**src/rtl/arith_pkg.sv**
```systemverilog
// Shared constants and state encoding for the arithmetic comparison suite.
package arith_pkg;

   localparam int DIVIDEND_W = 8;
   localparam int DIVISOR_W  = 4;
   localparam int CNT_W      = $clog2(DIVIDEND_W + 1);

   typedef enum logic {
      IDLE = 1'b0,
      RUN  = 1'b1
   } state_t;

endpackage

```
**src/rtl/trial_sub.sv**
```systemverilog
// Ripple subtractor a - b built as a + ~b + 1 through a chain of full-adder cells.
// borrow is the inverted carry out of the top cell.
module trial_sub #(
   parameter int W = 5
) (
   input  logic [W-1:0] a,
   input  logic [W-1:0] b,
   output logic [W-1:0] diff,
   output logic         borrow
);

   logic [W-1:0] nb;
   logic         cy;

   assign nb = ~b;

   // Walk the full-adder cells LSB first, carry-in of 1 completes the two's complement.
   always_comb begin
      diff = '0;
      cy   = 1'b1;
      for (int i = 0; i < W; i++) begin
         diff[i] = a[i] ^ nb[i] ^ cy;
         cy      = (a[i] & nb[i]) | (a[i] & cy) | (nb[i] & cy);
      end
   end

   assign borrow = ~cy;

endmodule

```
**src/rtl/seq_restoring_divider.sv**
```systemverilog
// Sequential restoring divider: one shift/subtract iteration per clock,
// results and done registered on the last iteration. A zero divisor skips
// RUN and reports all-ones quotient one cycle after acceptance.
module seq_restoring_divider
   import arith_pkg::*;
#(
   parameter int DIVIDEND_W = arith_pkg::DIVIDEND_W,
   parameter int DIVISOR_W  = arith_pkg::DIVISOR_W
) (
   input  logic                  clk,
   input  logic                  rst,
   input  logic                  start,
   input  logic [DIVIDEND_W-1:0] dividend,
   input  logic [DIVISOR_W-1:0]  divisor,
   output logic                  busy,
   output logic                  done,
   output logic [DIVIDEND_W-1:0] quotient,
   output logic [DIVISOR_W-1:0]  remainder,
   output logic                  div_by_zero
);

   localparam int CW = $clog2(DIVIDEND_W + 1);
   localparam int PW = DIVISOR_W + 1;   // partial remainder carries one guard bit

   state_t                state, nxt;
   logic [CW-1:0]         cnt;
   logic [PW-1:0]         prem;
   logic [DIVIDEND_W-1:0] qreg;
   logic [DIVISOR_W-1:0]  dvs;
   logic                  dz_pend;

   logic [PW-1:0]         shifted, diff, new_prem;
   logic [DIVIDEND_W-1:0] new_q;
   logic                  borrow;
   logic                  last_iter;
   logic                  unused_prem_msb;

   // The guard bit is only ever produced by the trial, never shifted further.
   assign unused_prem_msb = prem[PW-1];

   assign shifted   = {prem[DIVISOR_W-1:0], qreg[DIVIDEND_W-1]};
   assign last_iter = (cnt == CW'(DIVIDEND_W - 1));

   trial_sub #(.W(PW)) u_trial (
      .a      (shifted),
      .b      ({1'b0, dvs}),
      .diff   (diff),
      .borrow (borrow)
   );

   // Restore on borrow: keep the shifted remainder and shift a 0 into the quotient.
   always_comb begin
      new_prem = borrow ? shifted : diff;
      new_q    = {qreg[DIVIDEND_W-2:0], ~borrow};
   end

   // State register.
   always_ff @(posedge clk or posedge rst) begin
      if (rst) state <= IDLE;
      else     state <= nxt;
   end

   // Next state: a zero divisor never enters RUN.
   always_comb begin
      nxt = state;
      case (state)
         IDLE: if (start && (divisor != '0)) nxt = RUN;
         RUN:  if (last_iter)                nxt = IDLE;
         default: nxt = IDLE;
      endcase
   end

   // Datapath, counter and registered outputs.
   always_ff @(posedge clk or posedge rst) begin
      if (rst) begin
         cnt         <= '0;
         prem        <= '0;
         qreg        <= '0;
         dvs         <= '0;
         dz_pend     <= 1'b0;
         busy        <= 1'b0;
         done        <= 1'b0;
         quotient    <= '0;
         remainder   <= '0;
         div_by_zero <= 1'b0;
      end else begin
         done    <= 1'b0;
         dz_pend <= 1'b0;
         if (dz_pend) begin
            quotient    <= '1;
            remainder   <= '0;
            div_by_zero <= 1'b1;
            done        <= 1'b1;
         end
         case (state)
            IDLE: begin
               if (start) begin
                  if (divisor == '0) begin
                     dz_pend <= 1'b1;
                  end else begin
                     dvs  <= divisor;
                     prem <= '0;
                     qreg <= dividend;
                     cnt  <= '0;
                     busy <= 1'b1;
                  end
               end
            end
            RUN: begin
               prem <= new_prem;
               qreg <= new_q;
               cnt  <= cnt + CW'(1);
               if (last_iter) begin
                  quotient    <= new_q;
                  remainder   <= new_prem[DIVISOR_W-1:0];
                  div_by_zero <= 1'b0;
                  done        <= 1'b1;
                  busy        <= 1'b0;
               end
            end
            default: ;
         endcase
      end
   end

endmodule

```
**config.mk**
```make
export PLATFORM = sky130hd
export DESIGN_NAME = seq_restoring_divider
export DESIGN_NICKNAME = d
export VERILOG_FILES = /design/src/rtl/arith_pkg.sv /design/src/rtl/trial_sub.sv /design/src/rtl/seq_restoring_divider.sv
export SDC_FILE = /design/constraint.sdc
export NUM_CORES = 1
export LEC_CHECK = 0
export CORE_MARGIN = 1.5
export CORE_UTILIZATION = 50
export CTS_CLUSTER_DIAMETER = 100
export DETAILED_ROUTE_END_ITERATION = 8
export PLACE_DENSITY = 0.84
export SLEW_MARGIN = 20
export SYNTH_ARGS = -nofsm -noshare
export SYNTH_HDL_FRONTEND = slang
export SYNTH_SLANG_ARGS = --single-unit
```
**constraint.sdc**
```tcl
create_clock -name clk -period 3.4 [get_ports clk]
set_input_delay 0.34 -clock clk [delete_from_list [all_inputs] [get_ports clk]]
set_output_delay 0.34 -clock clk [all_outputs]
set_load 0.02 [all_outputs]
```
==> results.cfg, run 1 <==
[global_routing]
grt_pass1_wl_mm = 5.07
use_met1_pct = 24.3
use_met3_pct = 5.84
grt_max_degree = 38
grt_pass1_vias = 1149
grt_usage_pct = 19.5
grt-busiest-layer = met2
grt_use_met2_pct = 32.0
antenna_found_initial = 0
grt_overflow_total = 0

[route]
dr.pass1.iters = 4
vias = 1143
drt_iter0_markers = 55
drc = 0
via_per_inst = 5.32
wl_per_cell_um = 13.9
antenna_left = 0
drt_wl_total_mm = 2.99

[worst_setup_path]
crit_top_cell = fa_1
crit_slowest_cell = fa_1
critPathKind = reg -> reg
crit_arrival_ns = 2.97
cp_slowest_stage_delay_ns = 0.40
worstPathRequired_ns = 3.66
start_kind = flop
worstPathMaxFanout = 7
path_cells = inv_1 > ha_1 > inv_1 > fa_1 > fa_1 > fa_1 > nor2_1 > buf_4 > mux2_2 > o21ai_0
endpoint_kind = flop

[sta]
fin_crit_sh_pct = 79.5
tightestPinTransition_ns = 0.473
fmax_mhz = 370
setup_tns_ns = 0
maxSlewViolCount = 0
slew-limit-headroom_pct = 68.5
whs_ns = 0.391
final-hold-violation-count = 0
final.min_clock_period_ns = 2.70
setup_viol = 0
rsz0062_at_grt = false
fin_skew_ns = 0.00938

[logic_synthesis]
synthTopCellsByArea = dfrtp_1, a221o_1, nor2_1
synth-edff-count = 0
yosys.area.top_type = dfrtp_1
ys_warn_count = 0
synth_top_area_share_pct = 56.9
synth_async_sr_flop_share_pct = 100
synth-main-ff-cell = dfrtp_1
synth_cell_types = 30
yosysSeqAreaShare_pct = 56.9
synth_nets = 156
syn_avg_cell_area_um2 = 12.0
syn-cell-area_mm2 = 0.00163
synth_seq_cells = 37
synthCells = 136

[die]
die_h_um = 60.0
core_area_mm2 = 0.00308
start_util_pct = 52.8
fp.dieArea_mm2 = 0.00360
rows = 20
die_x_um = 60.0
ios = 30

[job]
cap_violations = 0

[status]
status = finished clean

[clock_network]
clkLatencyLatePin_ns = 0.34
cts_buffer_depth = 2
cts_buffers = 5
cts.root.buffer_cell = clkbuf_4
cts_resized = 0
htreeDepth = 2
clkSlewWorstSetupHoldPaths_ns = 0.11
clock-sinks = 37
cts_tree = done
post_cts_buffers = 0
hold_buffers = 0

[finish]
antennaDiodeCount = 0
final_nets = 190
fill_cells = 254
area_growth_pct = 26.0
drive_gt1_share_pct = 10.5

[power]
irDropWorstVdd_v = 0.000462
leakage_uw = 0.000882
powerDensity_mw_per_mm2 = 1040

[placement]
port_buffers = 29
place_hpwl_mm = 2.06
place_congestion = 0.820

[min_path]
hold_path.class = in -> async
-- routing by layer --
layer	vias up	routed length [um]	part of all wire, %
met2	26	1470	49
met1	560	1360	45
met5	-	0	0
li1	552	-	-
met3	5	120	4.0
met4	0	39	1.3
-- critical path: cells and delay by family, from the launching register on --
family                     cells  cell delay, ns
muxes                          1            0.35
and+or+nand+nor                1            0.11
DFF                            1            0.39
buffers and inverters          3            0.28
adders and majority gates      4            1.32
AOI/OAI and AO/OA              1            0.17
-- flip-flops by register name (all words and copies together) (netlist names) --
signal / flops
busy: 1
remainder: 4
quotient: 8
dvs: 4
cnt: 4
done: 1
div_by_zero: 1
prem: 4
state: 1
dz_pend: 1
qreg: 8
-- Yosys cell counts, types with 2 or more instances --
master and n:
o21ai_0 8, mux2i_1 3, o2bb2ai_1 3, ha_1 2, nor2_1 19, a221o_1 8
nand3b_1 4, a21oi_1 7, clkbuf_1 4, dfrtp_1 37, nand2b_1 2, and2_1 7
inv_1 7, fa_1 3, buf_6 2, a22o_1 2, mux2_2 5
-- cell families (layout without fill, tap and decap cells) --
group,after synthesis,count (layout),synth area share [%]
AOI/OAI and AO/OA,34,34,15.5
adders and majority gates,5,5,5.23
xor gates and xnor gates,2,2,1.08
buffers and inverters,13,48,3.92
muxes,8,8,5.31
and+or+nand+nor,37,37,12.1
DFF,37,37,56.9
-- path summary, 6_finish.rpt --
path	cells after the start	startpoint	to	slack, ns
max	10	qreg[7]	remainder[0]	0.70
min	3	rst	done	0.39
max reg2reg	10	qreg[7]	remainder[0]	0.70
min reg2reg	1	busy	busy	0.49
max in group asynchronous	3	rst	dvs[0]	2.68
min in group clk	1	busy	busy	0.49
-- area by class of cell --
type	instances	area, um^2	area share, %
sequential	37	926	45.2
tap	44	55.1	2.69
timing repair buffer	33	320	15.6
inverter	7	26.3	1.28
clock inverter	1	30.0	1.47
clock buffer	7	55.1	2.69
multi-input combinational	86	637	31.1
-- stage by stage --
step / std cells / util, % / total power [uW] / setup WS [ns] / cell area, um^2
after floorplan: 136 / - / 1490 / 0.705 / 1630
final: 215 / 66.6 / 2130 / 0.698 / 2050
after global routing: 215 / 66.6 / 2300 / 0.573 / 2050
after CTS: 215 / 66.6 / 2150 / 0.695 / 2050
after detailed placement: 207 / 63.8 / 1830 / 0.714 / 1960
after global placement: 207 / 63.8 / 1780 / 0.828 / 1960
-- cells in the final DEF, fill, tap and decap left out, drive strengths merged, types with 2 or more instances in the layout --
| cell type | count |
|---|---|
| clkbuf | 7 |
| a21oi | 8 |
| a22o | 2 |
| nor2 | 19 |
| fa | 3 |
| nand3b | 4 |
| inv | 7 |
| o21ai | 8 |
| o2bb2ai | 3 |
| a221o | 8 |
| and2 | 7 |
| clkdlybuf4s50 | 29 |
| ha | 2 |
| mux2i | 3 |
| mux2 | 5 |
| dfrtp | 37 |
| buf | 4 |
| nand2b | 2 |
-- power by group --
group / total, uW / switching, uW / internal (uW) / leakage [uW]
clock network: 314 / 139 / 176 / 0.0000455
registers: 822 / 163 / 659 / 0.000436
logic: 994 / 477 / 516 / 0.000401
total: 2130 / 779 / 1350 / 0.000882
No activity file was read; power rests on OpenSTA's default activity.
==> run 2, diff against run 1 <==
--- a/config.mk
+++ b/config.mk
@@ -6,10 +6,10 @@
 export NUM_CORES = 1
 export LEC_CHECK = 0
 export CORE_MARGIN = 1.5
-export CORE_UTILIZATION = 50
+export CORE_UTILIZATION = 46
 export CTS_CLUSTER_DIAMETER = 100
 export DETAILED_ROUTE_END_ITERATION = 8
-export PLACE_DENSITY = 0.84
+export PLACE_DENSITY = 0.81
 export SLEW_MARGIN = 20
 export SYNTH_ARGS = -nofsm -noshare
 export SYNTH_HDL_FRONTEND = slang
==> constraint.sdc (replaced) <==
create_clock -name clk -period 2.4 [get_ports clk]
set_input_delay 0.24 -clock clk [delete_from_list [all_inputs] [get_ports clk]]
set_output_delay 0.24 -clock clk [all_outputs]
set_load 0.02 [all_outputs]
==> run 2 against run 1 <==
The run now ends with negative setup slack left; final cell count up 3.3%; register-to-register slack worse by 0.74 ns; non-clock buffer count up 5; die area up 8.3%; clock skew about the same; critical path type unchanged; utilization down 2.3 points; maximum frequency up 10%.
==> results.cfg, run 2 (same netlist as run 1, synthesis figures left out) <==
[status]
status = finished, violations left
violations = negative setup slack

[placement]
place_hpwl_mm = 2.24
postPlaceCellArea_mm2 = 0.00202
port_buffers = 29
dp_cells = 213
place_congestion = 0.789

[clock_network]
clkSlewWorstSetupHoldPaths_ns = 0.11
htreeDepth = 2
hold_buffers = 0
clkLatencyLatePin_ns = 0.34
cts_tree = done
cts.root.buffer_cell = clkbuf_4
clock-sinks = 37
cts_buffers = 5
cts_buffer_depth = 2

[sta]
fin_crit_sh_pct = 102
layout_setup_ws_ns = -0.0460
maxSlewViolCount = 0
setup_viol = 7
fin_skew_ns = 0.00970
slew-limit-headroom_pct = 64.3
final-hold-violation-count = 0
fmax_mhz = 409
final.min_clock_period_ns = 2.45
rsz0062_at_grt = true
tightestPinTransition_ns = 0.534
setup_tns_ns = -0.222

[global_routing]
antenna_found_initial = 0
grt_max_degree = 38
grt_pass1_vias = 1176
grt_pass1_wl_mm = 5.64
grt_usage_pct = 18.5
grt_overflow_total = 0

[route]
vias = 1174
via_per_inst = 5.29
antenna_left = 0
drt_wl_total_mm = 3.19
drt_iter0_markers = 35
dr.pass1.iters = 4
drc = 0
wl_per_cell_um = 14.4

[finish]
stdcell_count = 222
final_area_mm2 = 0.00216
reg_top3 = qreg: 8 flops, quotient: 8 flops
final_nets = 195
layout_common_cells = dfrtp_1, clkdlybuf4s50_1, nor2_1
regArea_um2 = 926
fill_cells = 275
antennaDiodeCount = 0
final_util_pct = 64.3
multi_input_area_um2 = 689
drive_gt1_share_pct = 18.8
final_common_cell = dfrtp_1
area_growth_pct = 33.0

[worst_setup_path]
r2r_slack_ns = -0.05
crit_arrival_ns = 2.67
rr_endpoint = qreg[0]
crit_start = qreg[7]
r2r_cells = 10
worstPathRequired_ns = 2.63
start_kind = flop
endpoint_kind = flop
reg2reg_from = qreg[7]
worstPathMaxFanout = 6
critPathCapture = qreg[0]
critPathKind = reg -> reg

[power]
irDropWorstVdd_v = 0.000620
total_power_uw = 3360
leakage_uw = 0.000923
powerDensity_mw_per_mm2 = 1550

[die]
core_area_mm2 = 0.00336
ios = 30
die_h_um = 62.5
fp.dieArea_mm2 = 0.00390
start_util_pct = 48.4
die_x_um = 62.5
rows = 21

[job]
cap_violations = 0

[min_path]
hold_path.class = in -> async
## run 2: critical path, cell delays in order (launching register included)
cell and delay (ns):
dfrtp_1 0.40, inv_2 0.08, ha_4 0.12, inv_2 0.03, fa_2 0.35, fa_2 0.36, fa_2 0.38, nor2_4 0.20
buf_6 0.13, nor2_2 0.03, a221o_1 0.26
## run 2: routing by layer
layer | GRT usage [%] | wire length, um | vias up
li1 | - | - | 562
met2 | 28.9 | 1570 | 29
met4 | 7.22 | 33 | 0
met3 | 4.14 | 138 | 8
met5 | 0 | 0 | -
met1 | 25.4 | 1450 | 575
## run 2: worst min path at each step
stage / to / cells past startpoint
after global routing: prem[1] / 3
after floorplan: qreg[1] / 1
final: remainder[1] / 3
after CTS: remainder[1] / 3
after global placement: div_by_zero / 1
after detailed placement: busy / 1
## run 2: what timing repair did
action,in CTS,in global routing
resized for setup,10,2
endpoints found under the setup margin,9,9
setup buffers,1,0
cloned,0,0
pin swaps,8,1
## run 2: metrics by stage
stage | hold WS [ns] | setup WS, ns
detailed placement | 0.466 | -0.114
global placement | 0.460 | -0.0267
floorplan | 0.386 | 0.00148
global route | 0.356 | -0.131
finish | 0.306 | -0.0460
CTS | 0.319 | -0.0756
## run 2: area by class of cell
class                           count  area share, %
Sequential cell                    37           42.8
Multi-Input combinational cell     86           31.9
Timing Repair Buffer               38           16.7
Clock inverter                      3           3.01
Tap cell                           46           2.66
Clock buffer                        5           1.74
Inverter                            7           1.21
## run 2: power breakdown
| group | internal [uW] | switching [uW] |
|---|---|---|
| Combinational | 877 | 797 |
| Sequential | 934 | 219 |
| Clock | 322 | 206 |
